$ cat src/rtl/sync_fifo_param.sv
// sync_fifo_param: single-clock FIFO with occupancy, threshold flags and sticky error flags.
// Define SYNC_FIFO_PARAM_FWFT_EN for first-word-fall-through reads; the default is registered reads.
module sync_fifo_param #(
    parameter  int DWIDTH = 13,
    parameter  int DEPTH  = 16,
    localparam int AWIDTH = $clog2(DEPTH)
) (
    input  logic              sys_clk,
    input  logic              sys_rstn,
    input  logic              reset_fifo,
    input  logic              fifo_push,
    input  logic              fifo_pop,
    input  logic [DWIDTH-1:0] fifo_din,
    input  logic [AWIDTH:0]   data_thresh,
    input  logic [AWIDTH:0]   space_thresh,
    input  logic              err_clr,
    output logic [DWIDTH-1:0] fifo_out,
    output logic [AWIDTH:0]   fifo_count,
    output logic              data_avail,
    output logic              almost_full,
    output logic              fifo_empty,
    output logic              fifo_full,
    output logic              overflow,
    output logic              underflow
);
    localparam logic [AWIDTH:0] DEPTH_C = (AWIDTH + 1)'(DEPTH);

    logic [DWIDTH-1:0] mem [DEPTH];
    logic [AWIDTH-1:0] wr_ptr_q, wr_ptr_d;
    logic [AWIDTH-1:0] rd_ptr_q, rd_ptr_d;
    logic [AWIDTH:0]   count_q, count_d;
    logic              ovf_q, ovf_d;
    logic              unf_q, unf_d;
    logic              data_avail_q, almost_full_q;
    logic              push_ok, pop_ok;

    assign fifo_empty = (count_q == '0);
    assign fifo_full  = (count_q == DEPTH_C);
    assign push_ok    = fifo_push & ~fifo_full & ~reset_fifo;
    assign pop_ok     = fifo_pop & ~fifo_empty & ~reset_fifo;

    // NOTE: every always_comb output gets a default first so no path can infer a latch.
    always_comb begin
        wr_ptr_d = wr_ptr_q;
        rd_ptr_d = rd_ptr_q;
        count_d  = count_q;
        ovf_d    = ovf_q;
        unf_d    = unf_q;
        if (reset_fifo) begin
            wr_ptr_d = '0;
            rd_ptr_d = '0;
            count_d  = '0;
            ovf_d    = 1'b0;
            unf_d    = 1'b0;
        end else begin
            if (push_ok) wr_ptr_d = wr_ptr_q + AWIDTH'(1);
            if (pop_ok)  rd_ptr_d = rd_ptr_q + AWIDTH'(1);
            count_d = count_q + (AWIDTH + 1)'(push_ok) - (AWIDTH + 1)'(pop_ok);
            // A new error in the same cycle as err_clr must not be lost.
            if (fifo_push & fifo_full)  ovf_d = 1'b1;
            else if (err_clr)           ovf_d = 1'b0;
            if (fifo_pop & fifo_empty)  unf_d = 1'b1;
            else if (err_clr)           unf_d = 1'b0;
        end
    end

    // NOTE: sequential state uses non-blocking assignments so all flops update together.
    always_ff @(posedge sys_clk or negedge sys_rstn) begin
        if (!sys_rstn) begin
            wr_ptr_q      <= '0;
            rd_ptr_q      <= '0;
            count_q       <= '0;
            ovf_q         <= 1'b0;
            unf_q         <= 1'b0;
            data_avail_q  <= 1'b0;
            almost_full_q <= 1'b0;
        end else begin
            wr_ptr_q      <= wr_ptr_d;
            rd_ptr_q      <= rd_ptr_d;
            count_q       <= count_d;
            ovf_q         <= ovf_d;
            unf_q         <= unf_d;
            data_avail_q  <= (count_q >= data_thresh);
            almost_full_q <= ((DEPTH_C - count_q) <= space_thresh);
        end
    end

    // NOTE: the storage array has no reset; only pointers and count define which words are valid.
    always_ff @(posedge sys_clk) begin
        if (push_ok) mem[wr_ptr_q] <= fifo_din;
    end

`ifdef SYNC_FIFO_PARAM_FWFT_EN
    assign fifo_out = mem[rd_ptr_q];
`else
    logic [DWIDTH-1:0] out_q, out_d;

    always_comb begin
        out_d = out_q;
        if (reset_fifo)  out_d = '0;
        else if (pop_ok) out_d = mem[rd_ptr_q];
    end

    always_ff @(posedge sys_clk or negedge sys_rstn) begin
        if (!sys_rstn) out_q <= '0;
        else           out_q <= out_d;
    end

    assign fifo_out = out_q;
`endif

    assign fifo_count  = count_q;
    assign data_avail  = data_avail_q;
    assign almost_full = almost_full_q;
    assign overflow    = ovf_q;
    assign underflow   = unf_q;

endmodule

$ cat config.mk
export PLATFORM = sky130hd
export DESIGN_NAME = sync_fifo_param
export DESIGN_NICKNAME = d
export VERILOG_FILES = /design/src/rtl/sync_fifo_param.sv
export SDC_FILE = /design/constraint.sdc
export NUM_CORES = 1
export LEC_CHECK = 0
export BUFFER_PORTS_ARGS = -buffer_cell sky130_fd_sc_hd__buf_2
export CORE_ASPECT_RATIO = 0.9
export CORE_MARGIN = 3
export CORE_UTILIZATION = 53
export CTS_BUF_LIST = sky130_fd_sc_hd__clkbuf_4 sky130_fd_sc_hd__clkbuf_8 sky130_fd_sc_hd__clkbuf_16
export CTS_CLUSTER_SIZE = 14
export DETAILED_ROUTE_END_ITERATION = 16
export PLACE_DENSITY = 0.78
export SYNTH_ARGS = -nofsm -noshare
export SYNTH_HDL_FRONTEND = slang
export SYNTH_SLANG_ARGS = --single-unit
$ cat constraint.sdc
create_clock -name sys_clk -period 6.85 [get_ports sys_clk]
set_clock_uncertainty 0.05 [all_clocks]
set_input_delay 1.7125 -clock sys_clk [delete_from_list [all_inputs] [get_ports sys_clk]]
set_output_delay 1.7125 -clock sys_clk [all_outputs]
set_load 0.1 [all_outputs]
==> impl_metrics.toml <==
[synth]
syn_inst = 503
synth_warnings = 0
synth_fa_ha_area_share_pct = 3.45
synth_top_family_by_area = "multiplexers"
syn_nets = 558
synth_seq_cells = 238
synthMuxAreaShare_pct = 14.1
yosysSeqAreaShare_pct = 72.6
synthSimpleGateAreaFrac_pct = 3.76
synth.distinct_cells = 31
synth_area_mm2 = 0.00964
synth_compound_gate_area_share_pct = 2.75
synth_xor_area_share_pct = 0.999
syn_area_per_cell_um2 = 19.2

[clock_network]
cts_htree_levels = 1
ctsHoldBuffers = 0
clk_latency_ns = 0.51
clockRootBuffer = "clkbuf_16"
cts_sinks = 238
clk_pin_slew_ns = 0.06
clock_path_buffers = 3
cts_buffers = 23
post-cts-setup-buffer-count = 0
cts_tree = "built"
post_cts_resized = 0

[critical_path]
worst_path_most_repeated_cell = "ha_1"
crit_arrival_ns = 2.15
timing.rr.start = "fifo_count[1]"
r2r.worst_path.cells = 17
crit_required_ns = 5.09
critPathBufInv = 2
r2r_end = "fifo_count[4]"
slowest_stage = "buf_2"
crit_fanout = 4
cp_cell_sequence = "inv_1 -> ha_1 -> and2_1 -> ha_1 -> buf_2"
worstSetupEndpoint = "fifo_empty"
crit_family = "buffers and inverters"
critPathMaxStageDelay_ns = 0.45
critPathKind = "register to output port"
critPathLaunchType = "register"
cp-end-kind = "output port"
crit_cells = 5
rrSetupSlack_ns = 3.07
cp-startpoint = "fifo_count[0]"

[timing]
fin_setup_tns_ns = 0
setup_violations = 0
relSlewSlack_pct = 15.1
post-route-period-util_pct = 57.2
hold_violations = 0
worst_pin_slew_ns = 1.27
rsz0062_at_grt = "no"
hold_slack_ns = 0.450
slew_violations = 0
max_freq_mhz = 255
period_minus_slack_ns = 3.92

[grt]
grt_max_degree = 56
grt_use_total_pct = 19.9
antenna_found_initial = 0
grt_pass1_vias = 4939
grt_pass1_wl_mm = 29.8
grt_overflow = 0

[detailed_routing]
final_antenna_net_count = 0
wl_mm = 19.2
avgRoutedWirePerCell_um = 23.4
via_per_inst = 5.89
via_count = 4828
dr.pass1.iters = 5
drc_errors = 0
drt_iter0_markers = 428

[power_and_ir_drop]
power_density_mw_per_mm2 = 375
ir_drop_mv = 0.268
leakage_nw = 3.76

[cells_and_area]
nets = 618
area_growth_pct = 12.7
drive_gt1_share_pct = 24.4
antenna_cells = 0

[floorplanning]
die_height_um = 134
start_util_pct = 54.4
rows = 46
design.core.area_mm2 = 0.0177
die_width_um = 148
pin_count = 53
die-area_mm2 = 0.0198

[placement]
place.gp.congestion = 0.772
port_buffers = 52
dp_hpwl_mm = 12.1

[hold_path]
hp-class = "register to register"

[flow_run]
drv_cap = 0

[run_status]
outcome = "finished, final reports clean"
cell families (layout without fill, tap and decap cells):
logic type                 Yosys count  after routing
buffers and inverters               43            119
muxes                               66             66
DFF                                238            238
and+or+nand+nor                     81             81
adders and majority gates           26             26
xor gates and xnor gates            11             11
AOI/OAI and AO/OA                   38             38
metrics by stage:
stage                     util, %  std cells  power, mW  area [µm²]  worst slack (ns)
final                        61.3        819       4.07       10900              2.93
after global routing         61.3        819       4.25       10900              2.80
after CTS                    61.2        818       4.11       10800              2.90
after detailed placement     57.0        777       2.88       10100              2.53
after global placement       57.0        777       2.85       10100              2.65
after floorplan                 -        503       2.66        9640              2.46
cell usage after synthesis (all sizes together):
library cell / n / area (µm²)
mux4: 52 / 1220
nor3b: 1 / 12.5
o21ai: 3 / 15.0
buf: 16 / 120
a22oi: 15 / 113
and3: 1 / 6.26
fa: 1 / 20.0
nand4: 2 / 12.5
clkbuf: 6 / 22.5
or3: 1 / 6.26
ha: 25 / 313
o211ai: 14 / 105
nand2: 23 / 86.3
xnor2: 6 / 52.6
dfrtp: 30 / 751
a21oi: 5 / 25.0
edfxtp: 208 / 6250
nor3: 4 / 20.0
and4: 1 / 8.76
nand2b: 4 / 25.0
nor2: 36 / 135
mux2i: 14 / 140
o21a: 1 / 7.51
and2: 1 / 6.26
nor2b: 7 / 43.8
inv: 21 / 78.8
xor2: 5 / 43.8
cells in the final DEF (no fill, tap or decap), types with 2 or more instances in the layout:
cell type,netlist,final
a21oi_1,5,5
a22oi_1,15,15
buf_2,6,52
buf_4,2,4
bufinv_16,0,2
clkbuf_16,0,23
clkbuf_4,0,6
clkinv_1,0,3
clkinv_2,0,5
dfrtp_1,30,28
edfxtp_1,208,208
ha_1,25,25
inv_1,21,21
inv_6,0,2
mux2i_1,14,14
mux4_1,14,14
mux4_2,38,38
nand2_1,23,23
nand2b_1,4,4
nand4_1,2,2
nor2_1,36,35
nor2b_1,7,7
nor3_2,0,4
o211ai_1,14,14
o21ai_0,3,3
xnor2_1,6,6
xor2_1,5,5
layout make-up:
class                      instances  area (µm²)
sequential                       238        7000
fill                            1251        6870
multi-input combinational        222        2440
clock buffer                      29         621
timing repair buffer              57         302
tap                              240         300
clock inverter                    12         114
inverter                          21        78.8
worst min-delay path, cell delays in order, from the launching register on:
cell and delay [ns]:
dfrtp_1 0.34, nand2_1 0.05, o211ai_1 0.07
metal layers:
layer / share of wire [%] / track usage [%] / vias up
li1: - / - / 2109
met1: 42 / 29.1 / 2454
met2: 47 / 31.6 / 223
met3: 8.4 / 4.09 / 42
met4: 2.7 / 4.82 / 0
met5: 0 / 0 / -
how the worst min path moves through the flow:
stage	slack (ns)	start	depth (start not counted)	to
after global placement	0.43	fifo_out[5]	2	fifo_out[5]
after detailed placement	0.44	fifo_out[4]	2	fifo_out[4]
final	0.45	fifo_out[5]	2	fifo_out[5]
after global routing	0.47	fifo_out[4]	2	fifo_out[4]
after CTS	0.45	fifo_out[4]	2	fifo_out[4]
after floorplan	0.48	rd_ptr_q[3]	2	rd_ptr_q[3]
state kept, by name, indices dropped and copies added, names as in the netlist:
signal       count
fifo_count       5
almost_full      1
mem            208
overflow         1
rd_ptr_q         4
data_avail       1
wr_ptr_q         4
underflow        1
fifo_out        13
report_power, final:
part	internal, mW	switching [mW]	total, mW	leakage [nW]
clock	0.719	0.510	1.23	0.373
combinational	0.383	0.688	1.07	1.11
sequential	1.65	0.126	1.77	2.27
total	2.75	1.32	4.07	3.76
Note: power is estimated with default switching activity, not from simulation.
